$ cat src/rtl/wr_mem_noc_pipe_pkg.sv
// noc_struct_pkg: shared NoC0 flit/request typedefs plus the write-pipe FSM state enum.
// Also hosts the flit-count and ack-decode helpers used by wr_mem_noc_pipe.
package noc_struct_pkg;

   localparam int NOC_DATA_WIDTH     = 512;
   localparam int NOC_DATA_BYTES     = NOC_DATA_WIDTH / 8;
   localparam int NOC_OFFSET_W       = $clog2(NOC_DATA_BYTES);
   localparam int NOC_PADBYTES_WIDTH = NOC_OFFSET_W;
   localparam int COORD_W            = 8;
   localparam int FBITS_W            = 4;
   localparam int MSG_TYPE_W         = 8;
   localparam int MSG_LEN_W          = 16;
   localparam int MEM_ADDR_W         = 40;
   localparam int MEM_SIZE_W         = 16;
   localparam int HDR_USED_W         = 4*COORD_W + FBITS_W + MSG_TYPE_W + MSG_LEN_W
                                       + MEM_ADDR_W + MEM_SIZE_W;
   localparam int HDR_RSVD_W         = NOC_DATA_WIDTH - HDR_USED_W;

   typedef enum logic [MSG_TYPE_W-1:0] {
      LOAD_MEM      = 8'h02,
      STORE_MEM     = 8'h03,
      LOAD_MEM_ACK  = 8'h12,
      STORE_MEM_ACK = 8'h13
   } noc_msg_type_e;

   typedef struct packed {
      logic [MEM_ADDR_W-1:0] addr;
      logic [MEM_SIZE_W-1:0] size;
   } mem_req_struct;

   typedef struct packed {
      logic [COORD_W-1:0]    dst_x;
      logic [COORD_W-1:0]    dst_y;
      logic [COORD_W-1:0]    src_x;
      logic [COORD_W-1:0]    src_y;
      logic [FBITS_W-1:0]    fbits;
      noc_msg_type_e         msg_type;
      logic [MSG_LEN_W-1:0]  msg_len;
      logic [MEM_ADDR_W-1:0] addr;
      logic [MEM_SIZE_W-1:0] data_size;
      logic [HDR_RSVD_W-1:0] rsvd;
   } noc_hdr_flit;

   typedef enum logic [1:0] {
      READY,
      SEND_HDR,
      SEND_PAYLOAD
   } wr_pipe_state_e;

   // Ceiling division by the flit size: whole flits plus one if any remainder bytes.
   function automatic logic [MSG_LEN_W-1:0] flit_count(input logic [MEM_SIZE_W-1:0] size);
      return MSG_LEN_W'(size >> NOC_OFFSET_W) + MSG_LEN_W'(|size[NOC_OFFSET_W-1:0]);
   endfunction

   function automatic noc_msg_type_e hdr_msg_type(input logic [NOC_DATA_WIDTH-1:0] flit);
      noc_hdr_flit h;
      h = noc_hdr_flit'(flit);
      return h.msg_type;
   endfunction

endpackage

$ cat src/rtl/wr_mem_noc_pipe_if.sv
// Bundle of source, NoC0 request/ack, and completion signals for wr_mem_noc_pipe.
// master = the write engine, slave = front end plus NoC router side.
interface wr_mem_noc_pipe_if #(
   parameter int MAX_OUTSTANDING = 4,
   parameter int OUT_W           = $clog2(MAX_OUTSTANDING + 1)
);
   import noc_struct_pkg::*;

   logic                          wr_mem_noc_req_noc0_val;
   logic [NOC_DATA_WIDTH-1:0]     wr_mem_noc_req_noc0_data;
   logic                          noc_wr_mem_req_noc0_rdy;
   logic                          noc_wr_mem_resp_noc0_val;
   logic [NOC_DATA_WIDTH-1:0]     noc_wr_mem_resp_noc0_data;
   logic                          wr_mem_noc_resp_noc0_rdy;
   logic                          src_wr_mem_req_val;
   mem_req_struct                 src_wr_mem_req_entry;
   logic                          wr_mem_src_req_rdy;
   logic                          src_wr_mem_req_data_val;
   logic [NOC_DATA_WIDTH-1:0]     src_wr_mem_req_data;
   logic                          src_wr_mem_req_data_last;
   logic [NOC_PADBYTES_WIDTH-1:0] src_wr_mem_req_data_padbytes;
   logic                          wr_mem_src_req_data_rdy;
   logic                          wr_req_done;
   logic                          wr_req_done_rdy;
   logic [OUT_W-1:0]              wr_outstanding;
   logic                          wr_idle;
   logic                          wr_err;

   modport master (
      output wr_mem_noc_req_noc0_val, wr_mem_noc_req_noc0_data,
      input  noc_wr_mem_req_noc0_rdy,
      input  noc_wr_mem_resp_noc0_val, noc_wr_mem_resp_noc0_data,
      output wr_mem_noc_resp_noc0_rdy,
      input  src_wr_mem_req_val, src_wr_mem_req_entry,
      output wr_mem_src_req_rdy,
      input  src_wr_mem_req_data_val, src_wr_mem_req_data, src_wr_mem_req_data_last,
      input  src_wr_mem_req_data_padbytes,
      output wr_mem_src_req_data_rdy,
      output wr_req_done,
      input  wr_req_done_rdy,
      output wr_outstanding, wr_idle, wr_err
   );

   modport slave (
      input  wr_mem_noc_req_noc0_val, wr_mem_noc_req_noc0_data,
      output noc_wr_mem_req_noc0_rdy,
      output noc_wr_mem_resp_noc0_val, noc_wr_mem_resp_noc0_data,
      input  wr_mem_noc_resp_noc0_rdy,
      output src_wr_mem_req_val, src_wr_mem_req_entry,
      input  wr_mem_src_req_rdy,
      output src_wr_mem_req_data_val, src_wr_mem_req_data, src_wr_mem_req_data_last,
      output src_wr_mem_req_data_padbytes,
      input  wr_mem_src_req_data_rdy,
      input  wr_req_done,
      output wr_req_done_rdy,
      input  wr_outstanding, wr_idle, wr_err
   );

endinterface

$ cat src/rtl/wr_mem_ack_tracker.sv
// Issued/done counters, admission compare and ack protocol check for wr_mem_noc_pipe.
// WR_MEM_PIPE_ERR_CHK_EN enables the sticky wr_err check on bad or unexpected acks.
module wr_mem_ack_tracker
   import noc_struct_pkg::*;
#(
   parameter int MAX_OUTSTANDING = 4,
   parameter int CNT_W           = $clog2(MAX_OUTSTANDING + 1)
) (
   input  logic             clk,
   input  logic             rst,
   input  logic             i_issue,
   input  logic             i_ack_val,
   input  noc_msg_type_e    i_ack_type,
   input  logic             i_done_rdy,
   output logic             o_admit,
   output logic             o_done,
   output logic             o_cnt_zero,
   output logic [CNT_W-1:0] o_outstanding,
   output logic             o_err
);

   logic [CNT_W-1:0] r_issued;
   logic [CNT_W-1:0] r_done;
   logic             w_ack;
   logic             w_done_fire;

`ifdef WR_MEM_PIPE_ERR_CHK_EN
   logic w_bad_ack;
   logic r_err;

   // A rejected ack leaves both counters alone; only the sticky flag records it.
   assign w_bad_ack = i_ack_val && ((i_ack_type != STORE_MEM_ACK) || (r_issued == '0));
   assign w_ack     = i_ack_val && !w_bad_ack;

   always_ff @(posedge clk) begin
      if (rst)            r_err <= 1'b0;
      else if (w_bad_ack) r_err <= 1'b1;
   end
   assign o_err = r_err;
`else
   logic w_unused_type;

   assign w_unused_type = ^i_ack_type;
   assign w_ack         = i_ack_val;
   assign o_err         = 1'b0;
`endif

   assign w_done_fire = (r_done != '0) && i_done_rdy;

   // NOTE: state registers use non-blocking <= so every flop samples pre-edge values.
   always_ff @(posedge clk) begin
      if (rst) begin
         r_issued <= '0;
         r_done   <= '0;
      end else begin
         r_issued <= r_issued + CNT_W'(i_issue) - CNT_W'(w_ack);
         r_done   <= r_done + CNT_W'(w_ack) - CNT_W'(w_done_fire);
      end
   end

   assign o_outstanding = r_issued + r_done;
   assign o_admit       = o_outstanding < CNT_W'(MAX_OUTSTANDING);
   assign o_done        = (r_done != '0);
   assign o_cnt_zero    = (r_issued == '0) && (r_done == '0);

endmodule

$ cat src/rtl/wr_mem_noc_pipe.sv
// Pipelined NoC0 store-memory write engine: header + payload flits, ordered done tokens.
// Optional WR_MEM_PIPE_ERR_CHK_EN adds ack protocol checking inside wr_mem_ack_tracker.
module wr_mem_noc_pipe
   import noc_struct_pkg::*;
#(
   parameter int SRC_X           = 0,
   parameter int SRC_Y           = 0,
   parameter int DST_DRAM_X      = 0,
   parameter int DST_DRAM_Y      = 0,
   parameter int FBITS           = 0,
   parameter int MAX_OUTSTANDING = 4
) (
   input logic               clk,
   input logic               rst,
   wr_mem_noc_pipe_if.master bus
);

   localparam int CNT_W = $clog2(MAX_OUTSTANDING + 1);

   wr_pipe_state_e       r_state;
   wr_pipe_state_e       w_state_nxt;
   mem_req_struct        r_req;
   logic [MSG_LEN_W-1:0] r_flits;
   logic [MSG_LEN_W-1:0] r_sent;
   logic                 r_live;
   logic                 w_admit;
   logic                 w_cnt_zero;
   logic                 w_req_fire;
   logic                 w_hdr_fire;
   logic                 w_pay_fire;
   logic                 w_last_flit;
   noc_hdr_flit          w_hdr;

   assign w_req_fire  = bus.src_wr_mem_req_val && bus.wr_mem_src_req_rdy;
   assign w_hdr_fire  = (r_state == SEND_HDR) && bus.noc_wr_mem_req_noc0_rdy;
   assign w_pay_fire  = (r_state == SEND_PAYLOAD) && bus.src_wr_mem_req_data_val
                        && bus.noc_wr_mem_req_noc0_rdy;
   assign w_last_flit = (r_sent == r_flits - MSG_LEN_W'(1));

   always_ff @(posedge clk) begin
      if (rst) r_state <= READY;
      else     r_state <= w_state_nxt;
   end

   // NOTE: each combinational block assigns a default first so no latch is inferred.
   always_comb begin
      w_state_nxt = r_state;
      unique case (r_state)
         READY:        if (w_req_fire) w_state_nxt = SEND_HDR;
         SEND_HDR:     if (w_hdr_fire) w_state_nxt = (r_flits == '0) ? READY : SEND_PAYLOAD;
         SEND_PAYLOAD: if (w_pay_fire && w_last_flit) w_state_nxt = READY;
         default:      w_state_nxt = READY;
      endcase
   end

   always_comb begin
      bus.wr_mem_src_req_rdy       = 1'b0;
      bus.wr_mem_noc_req_noc0_val  = 1'b0;
      bus.wr_mem_noc_req_noc0_data = '0;
      bus.wr_mem_src_req_data_rdy  = 1'b0;
      unique case (r_state)
         READY: bus.wr_mem_src_req_rdy = r_live && w_admit;
         SEND_HDR: begin
            bus.wr_mem_noc_req_noc0_val  = 1'b1;
            bus.wr_mem_noc_req_noc0_data = w_hdr;
         end
         SEND_PAYLOAD: begin
            bus.wr_mem_noc_req_noc0_val  = bus.src_wr_mem_req_data_val;
            bus.wr_mem_noc_req_noc0_data = bus.src_wr_mem_req_data;
            bus.wr_mem_src_req_data_rdy  = bus.noc_wr_mem_req_noc0_rdy;
         end
         default: ;
      endcase
   end

   // r_live holds the ready outputs low for the first cycle after reset.
   always_ff @(posedge clk) begin
      if (rst) begin
         r_live  <= 1'b0;
         r_req   <= '0;
         r_flits <= '0;
         r_sent  <= '0;
      end else begin
         r_live <= 1'b1;
         if (w_req_fire) begin
            r_req   <= bus.src_wr_mem_req_entry;
            r_flits <= flit_count(bus.src_wr_mem_req_entry.size);
         end
         if (w_hdr_fire)      r_sent <= '0;
         else if (w_pay_fire) r_sent <= r_sent + MSG_LEN_W'(1);
      end
   end

   always_comb begin
      w_hdr           = '0;
      w_hdr.dst_x     = COORD_W'(DST_DRAM_X);
      w_hdr.dst_y     = COORD_W'(DST_DRAM_Y);
      w_hdr.src_x     = COORD_W'(SRC_X);
      w_hdr.src_y     = COORD_W'(SRC_Y);
      w_hdr.fbits     = FBITS_W'(FBITS);
      w_hdr.msg_type  = STORE_MEM;
      w_hdr.msg_len   = r_flits;
      w_hdr.addr      = r_req.addr;
      w_hdr.data_size = r_req.size;
   end

   assign bus.wr_mem_noc_resp_noc0_rdy = r_live;
   assign bus.wr_idle                  = (r_state == READY) && w_cnt_zero;

   wr_mem_ack_tracker #(
      .MAX_OUTSTANDING (MAX_OUTSTANDING),
      .CNT_W           (CNT_W)
   ) u_ack_tracker (
      .clk           (clk),
      .rst           (rst),
      .i_issue       (w_hdr_fire),
      .i_ack_val     (bus.noc_wr_mem_resp_noc0_val && r_live),
      .i_ack_type    (hdr_msg_type(bus.noc_wr_mem_resp_noc0_data)),
      .i_done_rdy    (bus.wr_req_done_rdy),
      .o_admit       (w_admit),
      .o_done        (bus.wr_req_done),
      .o_cnt_zero    (w_cnt_zero),
      .o_outstanding (bus.wr_outstanding),
      .o_err         (bus.wr_err)
   );

endmodule

$ cat src/flat_wrapper.sv
// flat-port wrapper written by rule: the top's interface ports become plain ports
module wr_mem_noc_pipe_flat import noc_struct_pkg::*;
#(
   parameter int SRC_X           = 0,
   parameter int SRC_Y           = 0,
   parameter int DST_DRAM_X      = 0,
   parameter int DST_DRAM_Y      = 0,
   parameter int FBITS           = 0,
   parameter int MAX_OUTSTANDING = 4
)
  (clk, rst, bus_wr_mem_noc_req_noc0_val, bus_wr_mem_noc_req_noc0_data, bus_noc_wr_mem_req_noc0_rdy, bus_noc_wr_mem_resp_noc0_val, bus_noc_wr_mem_resp_noc0_data, bus_wr_mem_noc_resp_noc0_rdy, bus_src_wr_mem_req_val, bus_src_wr_mem_req_entry, bus_wr_mem_src_req_rdy, bus_src_wr_mem_req_data_val, bus_src_wr_mem_req_data, bus_src_wr_mem_req_data_last, bus_src_wr_mem_req_data_padbytes, bus_wr_mem_src_req_data_rdy, bus_wr_req_done, bus_wr_req_done_rdy, bus_wr_outstanding, bus_wr_idle, bus_wr_err);
  wr_mem_noc_pipe_if #(.MAX_OUTSTANDING(MAX_OUTSTANDING)) bus_i ();
  input logic clk;
  input logic rst;
  output wire logic [$bits(bus_i.wr_mem_noc_req_noc0_val)-1:0] bus_wr_mem_noc_req_noc0_val;
  output wire logic [$bits(bus_i.wr_mem_noc_req_noc0_data)-1:0] bus_wr_mem_noc_req_noc0_data;
  input wire logic [$bits(bus_i.noc_wr_mem_req_noc0_rdy)-1:0] bus_noc_wr_mem_req_noc0_rdy;
  input wire logic [$bits(bus_i.noc_wr_mem_resp_noc0_val)-1:0] bus_noc_wr_mem_resp_noc0_val;
  input wire logic [$bits(bus_i.noc_wr_mem_resp_noc0_data)-1:0] bus_noc_wr_mem_resp_noc0_data;
  output wire logic [$bits(bus_i.wr_mem_noc_resp_noc0_rdy)-1:0] bus_wr_mem_noc_resp_noc0_rdy;
  input wire logic [$bits(bus_i.src_wr_mem_req_val)-1:0] bus_src_wr_mem_req_val;
  input wire logic [$bits(bus_i.src_wr_mem_req_entry)-1:0] bus_src_wr_mem_req_entry;
  output wire logic [$bits(bus_i.wr_mem_src_req_rdy)-1:0] bus_wr_mem_src_req_rdy;
  input wire logic [$bits(bus_i.src_wr_mem_req_data_val)-1:0] bus_src_wr_mem_req_data_val;
  input wire logic [$bits(bus_i.src_wr_mem_req_data)-1:0] bus_src_wr_mem_req_data;
  input wire logic [$bits(bus_i.src_wr_mem_req_data_last)-1:0] bus_src_wr_mem_req_data_last;
  input wire logic [$bits(bus_i.src_wr_mem_req_data_padbytes)-1:0] bus_src_wr_mem_req_data_padbytes;
  output wire logic [$bits(bus_i.wr_mem_src_req_data_rdy)-1:0] bus_wr_mem_src_req_data_rdy;
  output wire logic [$bits(bus_i.wr_req_done)-1:0] bus_wr_req_done;
  input wire logic [$bits(bus_i.wr_req_done_rdy)-1:0] bus_wr_req_done_rdy;
  output wire logic [$bits(bus_i.wr_outstanding)-1:0] bus_wr_outstanding;
  output wire logic [$bits(bus_i.wr_idle)-1:0] bus_wr_idle;
  output wire logic [$bits(bus_i.wr_err)-1:0] bus_wr_err;
  assign bus_wr_mem_noc_req_noc0_val = bus_i.wr_mem_noc_req_noc0_val;
  assign bus_wr_mem_noc_req_noc0_data = bus_i.wr_mem_noc_req_noc0_data;
  assign bus_i.noc_wr_mem_req_noc0_rdy = bus_noc_wr_mem_req_noc0_rdy;
  assign bus_i.noc_wr_mem_resp_noc0_val = bus_noc_wr_mem_resp_noc0_val;
  assign bus_i.noc_wr_mem_resp_noc0_data = bus_noc_wr_mem_resp_noc0_data;
  assign bus_wr_mem_noc_resp_noc0_rdy = bus_i.wr_mem_noc_resp_noc0_rdy;
  assign bus_i.src_wr_mem_req_val = bus_src_wr_mem_req_val;
  assign bus_i.src_wr_mem_req_entry = bus_src_wr_mem_req_entry;
  assign bus_wr_mem_src_req_rdy = bus_i.wr_mem_src_req_rdy;
  assign bus_i.src_wr_mem_req_data_val = bus_src_wr_mem_req_data_val;
  assign bus_i.src_wr_mem_req_data = bus_src_wr_mem_req_data;
  assign bus_i.src_wr_mem_req_data_last = bus_src_wr_mem_req_data_last;
  assign bus_i.src_wr_mem_req_data_padbytes = bus_src_wr_mem_req_data_padbytes;
  assign bus_wr_mem_src_req_data_rdy = bus_i.wr_mem_src_req_data_rdy;
  assign bus_wr_req_done = bus_i.wr_req_done;
  assign bus_i.wr_req_done_rdy = bus_wr_req_done_rdy;
  assign bus_wr_outstanding = bus_i.wr_outstanding;
  assign bus_wr_idle = bus_i.wr_idle;
  assign bus_wr_err = bus_i.wr_err;
  wr_mem_noc_pipe #(.SRC_X(SRC_X), .SRC_Y(SRC_Y), .DST_DRAM_X(DST_DRAM_X), .DST_DRAM_Y(DST_DRAM_Y), .FBITS(FBITS), .MAX_OUTSTANDING(MAX_OUTSTANDING)) u_core (.clk(clk), .rst(rst), .bus(bus_i));
endmodule
$ cat config.mk
export PLATFORM = sky130hd
export DESIGN_NAME = wr_mem_noc_pipe_flat
export DESIGN_NICKNAME = d
export VERILOG_FILES = /design/src/rtl/wr_mem_noc_pipe_pkg.sv /design/src/rtl/wr_mem_noc_pipe_if.sv /design/src/rtl/wr_mem_ack_tracker.sv /design/src/rtl/wr_mem_noc_pipe.sv /design/src/flat_wrapper.sv
export SDC_FILE = /design/constraint.sdc
export NUM_CORES = 1
export LEC_CHECK = 0
export CELL_PAD_IN_SITES_DETAIL_PLACEMENT = 0
export CELL_PAD_IN_SITES_GLOBAL_PLACEMENT = 1
export CORE_AREA = 4 4 631 633
export CTS_CLUSTER_SIZE = 24
export DETAILED_ROUTE_END_ITERATION = 8
export DIE_AREA = 0 0 635 637
export GPL_ROUTABILITY_DRIVEN = 0
export GPL_TIMING_DRIVEN = 0
export HOLD_SLACK_MARGIN = 0.06
export PLACE_DENSITY = 0.3
export SYNTH_ARGS = -nofsm -noshare
export SYNTH_HDL_FRONTEND = slang
export SYNTH_SLANG_ARGS = --single-unit
$ cat constraint.sdc
create_clock -name clk -period 3.5 [get_ports clk]
set_clock_uncertainty 0.05 [all_clocks]
set_input_delay 0.7 -clock clk [delete_from_list [all_inputs] [get_ports clk]]
set_output_delay 0.7 -clock clk [all_outputs]
set_load 0.1 [all_outputs]
Word level (Yosys, flattened, before mapping). Index checks and enable logic that the tools add are counted.

Register bits: 97. Word-level logic and storage cells: 51.

Add/subtract/negate cells: 8. Equal/unequal tests: 6. Reductions and logical operators: 18. Magnitude comparators: 1. Muxes and demuxes: 10.

Operators with widths (number): $pmux 512 s2 (1); $add 16x1->16 const B (1); $eq 16x16->1 (1); $logic_not 16->1 (1); $sub 16x1->16 const B (1); $add 10x1->11 (1); $logic_and 1x1->1 (10); $mux 2 (4); $add 3x1->3 (2); $logic_not 3->1 (2); $pmux 2 s3 (1); $reduce_or 6->1 (1); $sub 3x1->3 (2); $ne 2x2->1 const B (2); $add 3x3->3 (1); $lt 3x3->1 const B (1); $mux 1 (3); $reduce_and 3->1 (1); $reduce_bool 3->1 (1); $eq 2x1->1 const B (1); $eq 2x2->1 const B (1); $logic_not 2->1 (1); $ne 2x1->1 const B (1); $pmux 1 s2 (1); $reduce_or 2->1 (1).

Longest topological paths before layout. Gate-level depths: netlist (run 1).

Depth after elaboration: 7. Depth in mapped cells: 12. Gate-level depth less buffers: 10.

Hierarchy. From an unflattened synthesis (run 1), not the netlist that was laid out.

Cell total of the unflattened synthesis: 1177. Area total of the unflattened synthesis: 8225.4 sq um.

By module, submodules not included: wr_mem_noc_pipe (area an instance 7810.0 sq um, cells an instance 1140, times used 1); wr_mem_ack_tracker (area an instance 415.4 sq um, cells an instance 37, times used 1).

Least setup slack after synthesis (run 1). OpenSTA, ideal clock, no wires.

Path type: reg-to-output. Start: reg u_core.u_ack_tracker.r_done[2]. End: out bus_wr_idle. Stages on the path, launching flop included: 3. Required time: 2750 ps. Setup slack: -1618 ps. Data arrival time: 4368 ps. Path through: dfxtp_1 or3_1 nor4b_1.

Longest elaborated chain between the ends: 3.

RTL lines: from (decl) (line wr_mem_ack_tracker.sv:23) `logic [CNT_W-1:0] r_done;`; from (signal assigned) (line wr_mem_ack_tracker.sv:57) `r_done <= r_done + CNT_W'(w_ack) - CNT_W'(w_done_fire);`; $logic_not 3->1 (line wr_mem_ack_tracker.sv:64) `assign o_cnt_zero = (r_issued == '0) && (r_done == '0);`; $logic_and 1x1->1 (line wr_mem_ack_tracker.sv:64); $logic_and 1x1->1 (line wr_mem_noc_pipe.sv:108) `assign bus.wr_idle = (r_state == READY) && w_cnt_zero;`; to (decl) (line flat_wrapper.sv:32) `output wire logic [$bits(bus_i.wr_idle)-1:0] bus_wr_idle;`.

Every way passes these cells.

Worst setup path in the final report (run 1).
Start: reg u_core.r_state[0]. End: out bus_wr_mem_noc_req_noc0_data[228].

Longest elaborated chain between the ends: 2. Elaborated cells on any way between the ends: 3.

RTL lines: from (decl) (line wr_mem_noc_pipe.sv:20) `wr_pipe_state_e r_state;`; from (signal assigned) (line wr_mem_noc_pipe.sv:42) `else r_state <= w_state_nxt;`; $eq 2x2->1 / $eq 2x1->1 (equally long branches) (line wr_mem_noc_pipe.sv:61) `unique case (r_state)`; $pmux 512 s2 * (line wr_mem_noc_pipe.sv:61); to (decl) (line flat_wrapper.sv:16) `output wire logic [$bits(bus_i.wr_mem_noc_req_noc0_data)-1:0] bus_wr_mem_noc_req_noc0_data;`.

Mark *: on every way between the ends. The rest lies on a longest branch, timed or not.

==> results of run 1 <==
## worst reg2reg max path, cell delays in order, from the launching register on
cell      delay (ns)
dfxtp_1         0.41
ha_1            0.17
inv_1           0.05
fa_1            0.40
xor2_2          0.24
xnor2_4         0.15
nor2b_1         0.09
and2_1          0.19
nand2_1         0.21
clkbuf_1        0.82
nand2_1         0.14
a21oi_1         0.16
## per-stage QoR
stage	TNS, ns	util	total power, mW	hold WS [ns]	std cells
after floorplan	-0.2122	-	5.661	0.3868	1181
final	0	0.06440	9.616	0.4088	7554
after global placement	-989.44	0.06568	8.834	0.3949	7496
after global routing	0	0.06422	10.18	0.4275	7525
after detailed placement	-542.96	0.06580	8.792	0.3973	7509
after CTS	-0.01815	0.06420	9.883	0.4076	7524
## synth_stat cells, drive strengths merged, types with 2 or more instances
cell	count
and2	450
nand2	135
dfxtp	92
clkbuf	87
nor2b	74
a21oi	69
a22oi	67
nor2	40
xnor2	21
inv	20
xor2	16
buf	15
ha	13
and3	9
nand3	9
nand4	9
a211oi	8
o21ai	7
nor3	6
nor4	5
or3	5
fa	3
a211o	2
mux2i	2
nor4b	2
## routing by layer
metal,global-route usage,up-vias,routed length (um)
li1,-,6059,-
met1,0.1225,6341,88550
met2,0.1449,1121,84340
met3,0.06754,316,31830
met4,0.005969,56,2416
met5,0,-,360
## how the worst max path moves through the flow
| stage | slack [ns] | from | endpoint | cells past startpoint |
|---|---|---|---|---|
| after floorplan | -0.21 | u_core.u_ack_tracker.r_done[2]$_SDFF_PP0_ | bus_wr_idle | 2 |
| after global placement | -3.12 | u_core.r_state[0]$_SDFFE_PP0P_ | bus_wr_mem_noc_req_noc0_data[233] | 7 |
| after detailed placement | -1.90 | u_core.r_state[0]$_SDFFE_PP0P_ | bus_wr_mem_noc_req_noc0_data[496] | 7 |
| after CTS | -0.01 | u_core.r_state[0]$_SDFFE_PP0P_ | bus_wr_mem_noc_req_noc0_data[490] | 8 |
| after global routing | 0.0005 | u_core.r_state[0]$_SDFFE_PP0P_ | bus_wr_mem_noc_req_noc0_data[470] | 7 |
| final | 0.11 | u_core.r_state[0]$_SDFFE_PP0P_ | bus_wr_mem_noc_req_noc0_data[228] | 7 |
## cell families after synthesis
| kind of cell | after synthesis | synth area share |
|---|---|---|
| adders and majority gates | 16 | 0.02707 |
| and+or+nand+nor | 749 | 0.5213 |
| other | 1 | 0.0004558 |
| buffers and inverters | 122 | 0.05824 |
| xor gates and xnor gates | 37 | 0.03939 |
| muxes | 3 | 0.004257 |
| DFF | 92 | 0.2238 |
| AOI/OAI and AO/OA | 161 | 0.1255 |
## layout make-up
cell class                      count  area [um^2]
Fill cell                       46450       366700
Multi-Input combinational cell    967         5963
Timing Repair Buffer             1109         9854
Inverter                           20        75.07
Antenna cell                       30        75.07
Tap cell                         5220         6531
Sequential cell                    92         1842
Buffer                            100        618.1
Clock buffer                       11        242.7
Clock inverter                      5        41.29
## state kept, by name, summed over array words and instances (netlist names)
signal / count
u_core.r_flits: 11
u_core.r_req: 56
u_core.r_state: 2
u_core.u_ack_tracker.r_done: 3
u_core.bus.wr_mem_noc_resp_noc0_rdy: 1
u_core.u_ack_tracker.r_issued: 3
u_core.r_sent: 16
## where the power goes
part	switching (mW)	total [mW]	internal (mW)
combinational	5.27	7.13	1.86
sequential	0.176	1.38	1.20
clock	0.598	1.11	0.514
total	6.04	9.62	3.58
## what timing repair did
action | CTS | global route
resized for setup | 2392 | 20
cloned | 0 | 0
setup endpoints to repair | 519 | 36
buffers inserted | 0 | 1
==> summary.md, run 1 <==
| Metric | Value |
|---|---|
| TritonCTS buffer count | `9` |
| Max_cap viols | `0` |
| Final instance area | `0.02524 mm^2` |
| RSZ-0062 raised after global routing | `no` |
| Slowest cell on crit path | `buf_2` |
| Routed wire per std cell | `27.47 um` |
| Critical R2R Launch | `u_core.u_ack_tracker.r_issued[0]$_SDFF_PP0_` |
| Post-synthesis async set-or-reset flop share | `0` |
| FF-to-FF End | `u_core.r_req[29]$_SDFFE_PP0P_` |
| Most used DFF post-synth | `dfxtp_1` |
| Final Max Tran Viols | `0` |
| GRT Residual Overflow | `0` |
| Hpwl dp | `195300 um` |
| Clock root cell | `clkbuf_16` |
| Yosys warning count | `0` |
| Worst Hold Depth | `2` |
| Initial core utilization | `0.02099` |
| CP bufs+invs | `5` |
| Core Region | `0.3920 mm^2` |
| Hold-fix buffers at CTS | `0` |
| Reg clk slew, reported paths | `0.09 ns` |
| CTS H-tree depth | `3` |
| Power Dens Cells | `381.0 mW/mm^2` |
| First-pass GRT wire length | `240900 um` |
| Post-synthesis average cell area | `6.967 um^2` |
| P_leak | `8.574 nW` |
| Share of cells above drive strength 1 | `0.2661` |
| Hold Vio Cnt, Final | `0` |
| Die width | `635 um` |
| Ports | `1616` |
| CP most frequent cell | `clkbuf_16` |
| Routed Antenna Nets | `0` |
| Syn Nets | `2291` |
| Max incr delay on CP | `0.56 ns` |
| #FFs+latches synth | `92` |
| Minimum clock period | `3.387 ns` |
| Final wirelength | `207500 um` |
| Worst Hold Class | `flop to flop` |
| Hold EP | `u_core.r_req[31]$_SDFFE_PP0P_` |
| Commonest non-fill, non-tap cells in the layout | `clkdlybuf4s50_1, and2_1, buf_2, buf_4, nand2_1` |
| Die Span Y | `637 um` |
| Vias | `13890` |
| DRC errors left | `0` |
| Largest net degree at the start of global routing | `17` |
| Fin crit share | `0.9676` |
| Seq/Total Area, Yosys | `0.2238` |
| Initial antenna violation count | `224` |
| Final nets | `3409` |
| Number of global-route vias before repair | `13970` |
| Crit path DAT | `2.64 ns` |
| Drt initial violations | `768` |
| Post-synth top area share | `0.3422` |
| Std cell rows | `230` |
| Status | `completed` |
| Worst EP required | `2.75 ns` |
| Critical path class | `flop to output port` |
| Reg2Reg Depth | `11` |
| Critical path endpoint category | `output port` |
| Drt pass-1 iters | `5` |
| Most common cell after layout, fill and taps aside | `clkdlybuf4s50_1` |
| Number of port buffers | `1095` |
| Worst-case clock buffer depth | `2` |
| CP Max Fanout | `10` |
| Vias/cell | `1.839` |
| Gate Count Post-Synth | `1181` |
| Setup ws final | `0.1132 ns` |
| Place WS | `-1.900 ns` |
| Transition time of the tightest slew-check pin | `1.103 ns` |
| Main area contributors after synthesis | `and2_1, dfxtp_1, a22oi_1` |
| Die area | `0.4045 mm^2` |
| Global Route Usage Sum | `0.09860` |
| Peak supply drop | `0.2638 mV` |
| Placed inst area | `0.02579 mm^2` |
| Area growth, synth to finish | `206.8%` |
| Crit path launch type | `flop` |
| Worst R2R Setup Slack | `0.32 ns` |
| Finish-stage setup viols | `0` |
| Clock sink count | `92` |
| Fmax achieved | `295.3 MHz` |
| Area leader, netlist | `and2_1` |
| CP top delay family | `buffers and inverters` |
| Critical hold path startpoint | `u_core.r_req[31]$_SDFFE_PP0P_` |
| Slew HR | `0.2649` |
| EDFF count, synth | `0` |
| CP cell instances | `inv_1 > ha_2 > clkbuf_16 > clkbuf_16 > clkbuf_1 > and2_1 > buf_2` |
| Worst-skew pair later-pin latency | `0.41 ns` |
| CTS tree | `built` |
| Synth unique cells | `49` |
| Cell Area, Synth | `0.008228 mm^2` |
No activity file was read; power rests on OpenSTA's default activity.
==> run 2, diff against run 1 <==
--- a/config.mk
+++ b/config.mk
@@ -11,10 +11,10 @@
 export CTS_CLUSTER_SIZE = 24
 export DETAILED_ROUTE_END_ITERATION = 8
 export DIE_AREA = 0 0 635 637
-export GPL_ROUTABILITY_DRIVEN = 0
 export GPL_TIMING_DRIVEN = 0
 export HOLD_SLACK_MARGIN = 0.06
 export PLACE_DENSITY = 0.3
+export REMOVE_ABC_BUFFERS = 1
 export SYNTH_ARGS = -nofsm -noshare
 export SYNTH_HDL_FRONTEND = slang
 export SYNTH_SLANG_ARGS = --single-unit
==> summary.md, run 2 (synthesized netlist as in run 1, its figures left out) <==
| Metric | Value |
|---|---|
| Status | `completed` |
| Reg2Reg Depth | `12` |
| Number of global-route vias before repair | `14070` |
| Worst EP required | `2.75 ns` |
| Initial core utilization | `0.02099` |
| Core Region | `0.3920 mm^2` |
| Critical path endpoint category | `output port` |
| Fillers | `46360` |
| Place WS | `-1.168 ns` |
| Number of port buffers | `1095` |
| Finish-stage setup viols | `0` |
| TritonCTS buffer count | `9` |
| Slowest cell on crit path | `a22oi_1` |
| Gr busiest metal | `met2` |
| Crit path launch type | `flop` |
| Non-filler instance count after layout | `7486` |
| Peak supply drop | `0.3411 mV` |
| Largest registers | `u_core.r_req (56), u_core.r_sent (16), u_core.r_flits (11)` |
| DRC errors left | `0` |
| Initial antenna violation count | `226` |
| Reg clk slew, reported paths | `0.08 ns` |
| Largest net degree at the start of global routing | `81` |
| Std cell rows | `230` |
| CP top delay family | `buffers and inverters` |
| RSZ-0062 raised after global routing | `no` |
| Number of flip-flops in the largest register | `56` |
| Ports | `1616` |
| Final nets | `3335` |
| Worst R2R Setup Slack | `0.53 ns` |
| Drt pass-1 iters | `5` |
| Share of cells above drive strength 1 | `0.2408` |
| Hold EP | `u_core.r_req[10]$_SDFFE_PP0P_` |
| Global Route Usage Sum | `0.09995` |
| Max incr delay on CP | `0.65 ns` |
| Slew HR | `0.2447` |
| Worst-skew pair later-pin latency | `0.43 ns` |
| Drt initial violations | `531` |
| Met3 Usage GRT | `0.04967` |
| FF-to-FF End | `u_core.r_sent[15]$_SDFFE_PP0P_` |
| Critical hold path startpoint | `u_core.r_req[10]$_SDFFE_PP0P_` |
| Die width | `635 um` |
| Hold Vio Cnt, Final | `0` |
| Vias | `13760` |
| GRT Residual Overflow | `0` |
| Fmax achieved | `293.2 MHz` |
| P_leak | `8.502 nW` |
| CP bufs+invs | `5` |
| GR met1 Demand/Resource | `0.09737` |
| Most common cell after layout, fill and taps aside | `clkdlybuf4s50_1` |
| Worst Hold Class | `flop to flop` |
| Met2 Usage GRT | `0.1864` |
| Commonest non-fill, non-tap cells in the layout | `clkdlybuf4s50_1, and2_1, buf_2, buf_4, nand2_1` |
| Transition time of the tightest slew-check pin | `1.137 ns` |
| Max_cap viols | `0` |
| First-pass GRT wire length | `243800 um` |
| Final wirelength | `209500 um` |
| CP Max Fanout | `22` |
| CP most frequent cell | `buf_16` |
| Placer Congestion | `0.8820` |
| Fin crit share | `0.9744` |
| Area growth, synth to finish | `211.7%` |
| Largest Register | `u_core.r_req` |
| Final Max Tran Viols | `0` |
| Power Dens Cells | `380.5 mW/mm^2` |
| Placed insts | `7408` |
| CTS tree | `built` |
| Worst-case clock buffer depth | `2` |
| Setup ws final | `0.08967 ns` |
| Die Span Y | `637 um` |
| Worst Hold Depth | `2` |
| Clock sink count | `92` |
| CP cell instances | `inv_2 > ha_4 > buf_12 > buf_16 > buf_16 > a22oi_1 > nor2b_1 > buf_4` |
| Critical path class | `flop to output port` |
| Routed Antenna Nets | `0` |
| Hpwl dp | `190200 um` |
| Crit path DAT | `2.66 ns` |
| Routed wire per std cell | `27.99 um` |
| Die area | `0.4045 mm^2` |
| Minimum clock period | `3.410 ns` |
| CTS H-tree depth | `3` |
| Critical R2R Launch | `u_core.r_state[0]$_SDFFE_PP0P_` |
| Vias/cell | `1.838` |
| Clock root cell | `clkbuf_16` |
-- run 2: stage by stage --
stage	power (mW)	area (um^2)	utilization	hold WS, ns	setup TNS [ns]
4_1_cts	10.07	25540	0.06517	0.4097	-0.1590
5_1_grt	10.24	25590	0.06529	0.4204	0
3_3_place_gp	8.743	25320	0.06459	0.3923	-7532.52
6_report	9.759	25640	0.06543	0.4094	0
3_5_place_dp	8.611	25360	0.06471	0.3967	-241.42
2_1_floorplan	5.577	7824	-	0.3807	-2578.81
-- run 2: worst max-delay path by stage --
stage	startpoint	endpoint	slack [ns]	cells after the start
after global routing	u_core.r_state[1]$_SDFFE_PP0P_	bus_wr_mem_noc_req_noc0_data[417]	0.01	5
after detailed placement	u_core.r_state[0]$_SDFFE_PP0P_	bus_wr_mem_noc_req_noc0_data[438]	-1.17	7
after global placement	u_core.r_state[0]$_SDFFE_PP0P_	bus_wr_mem_noc_req_noc0_data[440]	-18.17	5
after CTS	u_core.r_state[0]$_SDFFE_PP0P_	bus_wr_mem_noc_req_noc0_data[438]	-0.07	8
final	u_core.r_state[0]$_SDFFE_PP0P_	bus_wr_mem_noc_req_noc0_data[429]	0.09	8
after floorplan	u_core.r_state[0]$_SDFFE_PP0P_	bus_wr_mem_noc_req_noc0_data[396]	-5.30	4
-- run 2: cell type report --
class / count / area [um^2] / area share
clock buffers: 9 / 225.2 / 0.008782
flip-flops and latches: 92 / 1843 / 0.07187
clock inverters: 7 / 76.32 / 0.002976
multi-input cells: 967 / 6048 / 0.2359
repair buffers: 1135 / 10760 / 0.4194
well taps: 5220 / 6531 / 0.2547
diodes: 36 / 90.09 / 0.003513
inverters: 20 / 75.07 / 0.002927
-- run 2: worst register-to-register path: stages (launching register included) --
cell,delay (ns)
dfxtp_2,0.35
inv_2,0.09
ha_4,0.16
buf_12,0.15
buf_4,0.20
buf_16,0.18
and3_1,0.38
and3_1,0.28
nand4_1,0.30
nor2_1,0.36
nand3_1,0.14
xor2_1,0.14
nor2_1,0.05
-- run 2: routing by layer --
layer | vias to the layer above | wire length [um] | share of wire
met3 | 285 | 23290 | 0.11
met4 | 68 | 6548 | 0.031
li1 | 5914 | - | -
met1 | 6476 | 71210 | 0.34
met5 | - | 437 | 0.0021
met2 | 1019 | 108000 | 0.52
-- run 2: what timing repair did --
item / in CTS / in global routing
hold buffers: 0 / 0
endpoints found under the setup margin: 518 / 57
setup buffers: 20 / 0
resized for setup: 1806 / 21
cloned: 8 / 0
pin swaps: 4 / 0
-- run 2: power by group --
group | switching [mW] | leakage (nW) | internal, mW | total [mW]
Combinational | 5.25 | 7.60 | 2.00 | 7.25
Clock | 0.615 | 0.149 | 0.508 | 1.12
Sequential | 0.185 | 0.749 | 1.20 | 1.39
Total | 6.05 | 8.50 | 3.71 | 9.76
==> run 3, diff against run 2 <==
--- a/config.mk
+++ b/config.mk
@@ -15,6 +15,7 @@
 export HOLD_SLACK_MARGIN = 0.06
 export PLACE_DENSITY = 0.3
 export REMOVE_ABC_BUFFERS = 1
+export SLEW_MARGIN = 25
 export SYNTH_ARGS = -nofsm -noshare
 export SYNTH_HDL_FRONTEND = slang
 export SYNTH_SLANG_ARGS = --single-unit
==> summary.md, run 3 (synthesized netlist as in run 1, its figures left out) <==
| Metric | Value |
|---|---|
| Status | `completed` |
| Switching Share | `0.6201` |
| P_leak | `8.610 nW` |
| First-pass GRT wire length | `238100 um` |
| Hold Vio Cnt, Final | `0` |
| Number of port buffers | `1095` |
| Reg clk slew, reported paths | `0.08 ns` |
| Peak supply drop | `0.2686 mV` |
| Critical path class | `flop to output port` |
| Final nets | `3319` |
| Power Dens Cells | `375.4 mW/mm^2` |
| Clock root cell | `clkbuf_16` |
| GRT Residual Overflow | `0` |
| Std cell rows | `230` |
| Number of flip-flops in the largest register | `56` |
| Critical path endpoint category | `output port` |
| Placed insts | `7408` |
| TritonCTS buffer count | `9` |
| CP top delay family | `buffers and inverters` |
| Largest net degree at the start of global routing | `72` |
| CTS H-tree depth | `3` |
| Worst-skew pair later-pin latency | `0.43 ns` |
| Die width | `635 um` |
| Vias/cell | `1.819` |
| Clock power frac | `0.118` |
| RSZ-0062 raised after global routing | `yes` |
| Place WS | `-0.7129 ns` |
| Initial core utilization | `0.02099` |
| Most common cell after layout, fill and taps aside | `clkdlybuf4s50_1` |
| Finish-stage setup viols | `0` |
| P_int | `3.627 mW` |
| Vias | `13570` |
| Die area | `0.4045 mm^2` |
| Drt pass-1 iters | `4` |
| Largest Register | `u_core.r_req` |
| Slowest cell on crit path | `a22oi_1` |
| Final core occ | `0.06490` |
| Slew HR | `0.2768` |
| DRC errors left | `0` |
| Placer Congestion | `0.8820` |
| Core Region | `0.3920 mm^2` |
| Gate power share | `0.737` |
| Crit path launch type | `flop` |
| Drt initial violations | `506` |
| CP cell instances | `inv_1 > ha_4 > buf_16 > buf_16 > a22oi_1 > nor2b_1 > buf_6` |
| Routed Antenna Nets | `0` |
| Global Route Usage Sum | `0.09764` |
| Setup TNS | `0 ns` |
| Worst EP required | `2.75 ns` |
| Final Max Tran Viols | `0` |
| Ports | `1616` |
| Clock sink count | `92` |
| Max incr delay on CP | `0.62 ns` |
| Initial antenna violation count | `215` |
| Transition time of the tightest slew-check pin | `1.089 ns` |
| Hpwl dp | `190700 um` |
| Final wirelength | `205400 um` |
| Commonest non-fill, non-tap cells in the layout | `clkdlybuf4s50_1, and2_1, buf_2, nand2_1, buf_4` |
| Reg power frac | `0.145` |
| CP most frequent cell | `buf_16` |
| Area growth, synth to finish | `209.2%` |
| Number of global-route vias before repair | `13900` |
| Minimum clock period | `3.443 ns` |
| Setup ws final | `0.05652 ns` |
| CP Max Fanout | `71` |
| P_sw | `5.921 mW` |
| Die Span Y | `637 um` |
| Non-filler instance count after layout | `7463` |
| Fmax achieved | `290.4 MHz` |
| CP bufs+invs | `4` |
| Largest registers | `u_core.r_req (56), u_core.r_sent (16), u_core.r_flits (11)` |
| Share of cells above drive strength 1 | `0.2358` |
| CTS tree | `built` |
| Crit path DAT | `2.69 ns` |
| Max_cap viols | `0` |
| Routed wire per std cell | `27.52 um` |
| Fin crit share | `0.9839` |
| Worst-case clock buffer depth | `2` |
| Worst Hold Class | `flop to flop` |
## run 3: path summary, 6_finish.rpt
path	start	to	slack, ns	cells after the start
worst min register to register	u_core.r_req[53]$_SDFFE_PP0P_	u_core.r_req[53]$_SDFFE_PP0P_	0.41	2
worst min-delay path	u_core.r_req[53]$_SDFFE_PP0P_	u_core.r_req[53]$_SDFFE_PP0P_	0.41	2
worst max-delay path	u_core.r_state[0]$_SDFFE_PP0P_	bus_wr_mem_noc_req_noc0_data[444]	0.06	7
worst max register to register	u_core.r_state[0]$_SDFFE_PP0P_	u_core.r_sent[15]$_SDFFE_PP0P_	0.63	10
## run 3: what timing repair did
action                     4_1_cts  5_1_grt
gates resized for setup        774       95
hold buffers                     0        0
pin swaps                        2        0
cloned                           3        1
setup buffers                    6        0
setup endpoints to repair      514      136
## run 3: through the flow
step                      hold WS [ns]  power (mW)  cell area [um^2]
after floorplan                 0.3807       5.577              7824
after global placement          0.3923       8.743             25320
after detailed placement        0.3978       8.498             24150
after CTS                       0.4082       9.805             25090
after global routing            0.4205       10.04             25400
final                           0.4092       9.548             25440
## run 3: layout make-up
| cell class | count | area [um^2] |
|---|---|---|
| clock inverter | 7 | 76.32 |
| inverter | 20 | 75.07 |
| fill | 46400 | 366500 |
| timing repair buffer | 1119 | 10570 |
| clock buffer | 9 | 225.2 |
| tap | 5220 | 6531 |
| sequential | 92 | 1842 |
| multi-input combinational | 967 | 6048 |
| antenna | 29 | 72.57 |
## run 3: power by group through the flow
stage / Sequential [mW] / Combinational, mW / Clock (mW)
after floorplan: 1.34 / 4.24 / 0
after global placement: 1.41 / 7.33 / 0
after detailed placement: 1.42 / 7.08 / 0
after CTS: 1.39 / 7.21 / 1.20
after global routing: 1.41 / 7.42 / 1.21
final: 1.38 / 7.04 / 1.12
## run 3: worst min-delay path, cell delays in order (launching register included)
cell	delay, ns
dfxtp_1	0.31
nand2_1	0.05
a21oi_1	0.05
## run 3: layer usage
layer | up-vias | wire (um) | GRT usage
met1 | 6283 | 69850 | 0.09462
li1 | 5877 | - | -
met2 | 1043 | 105400 | 0.1817
met4 | 74 | 6127 | 0.02312
met3 | 295 | 23540 | 0.05065
met5 | - | 464 | 0
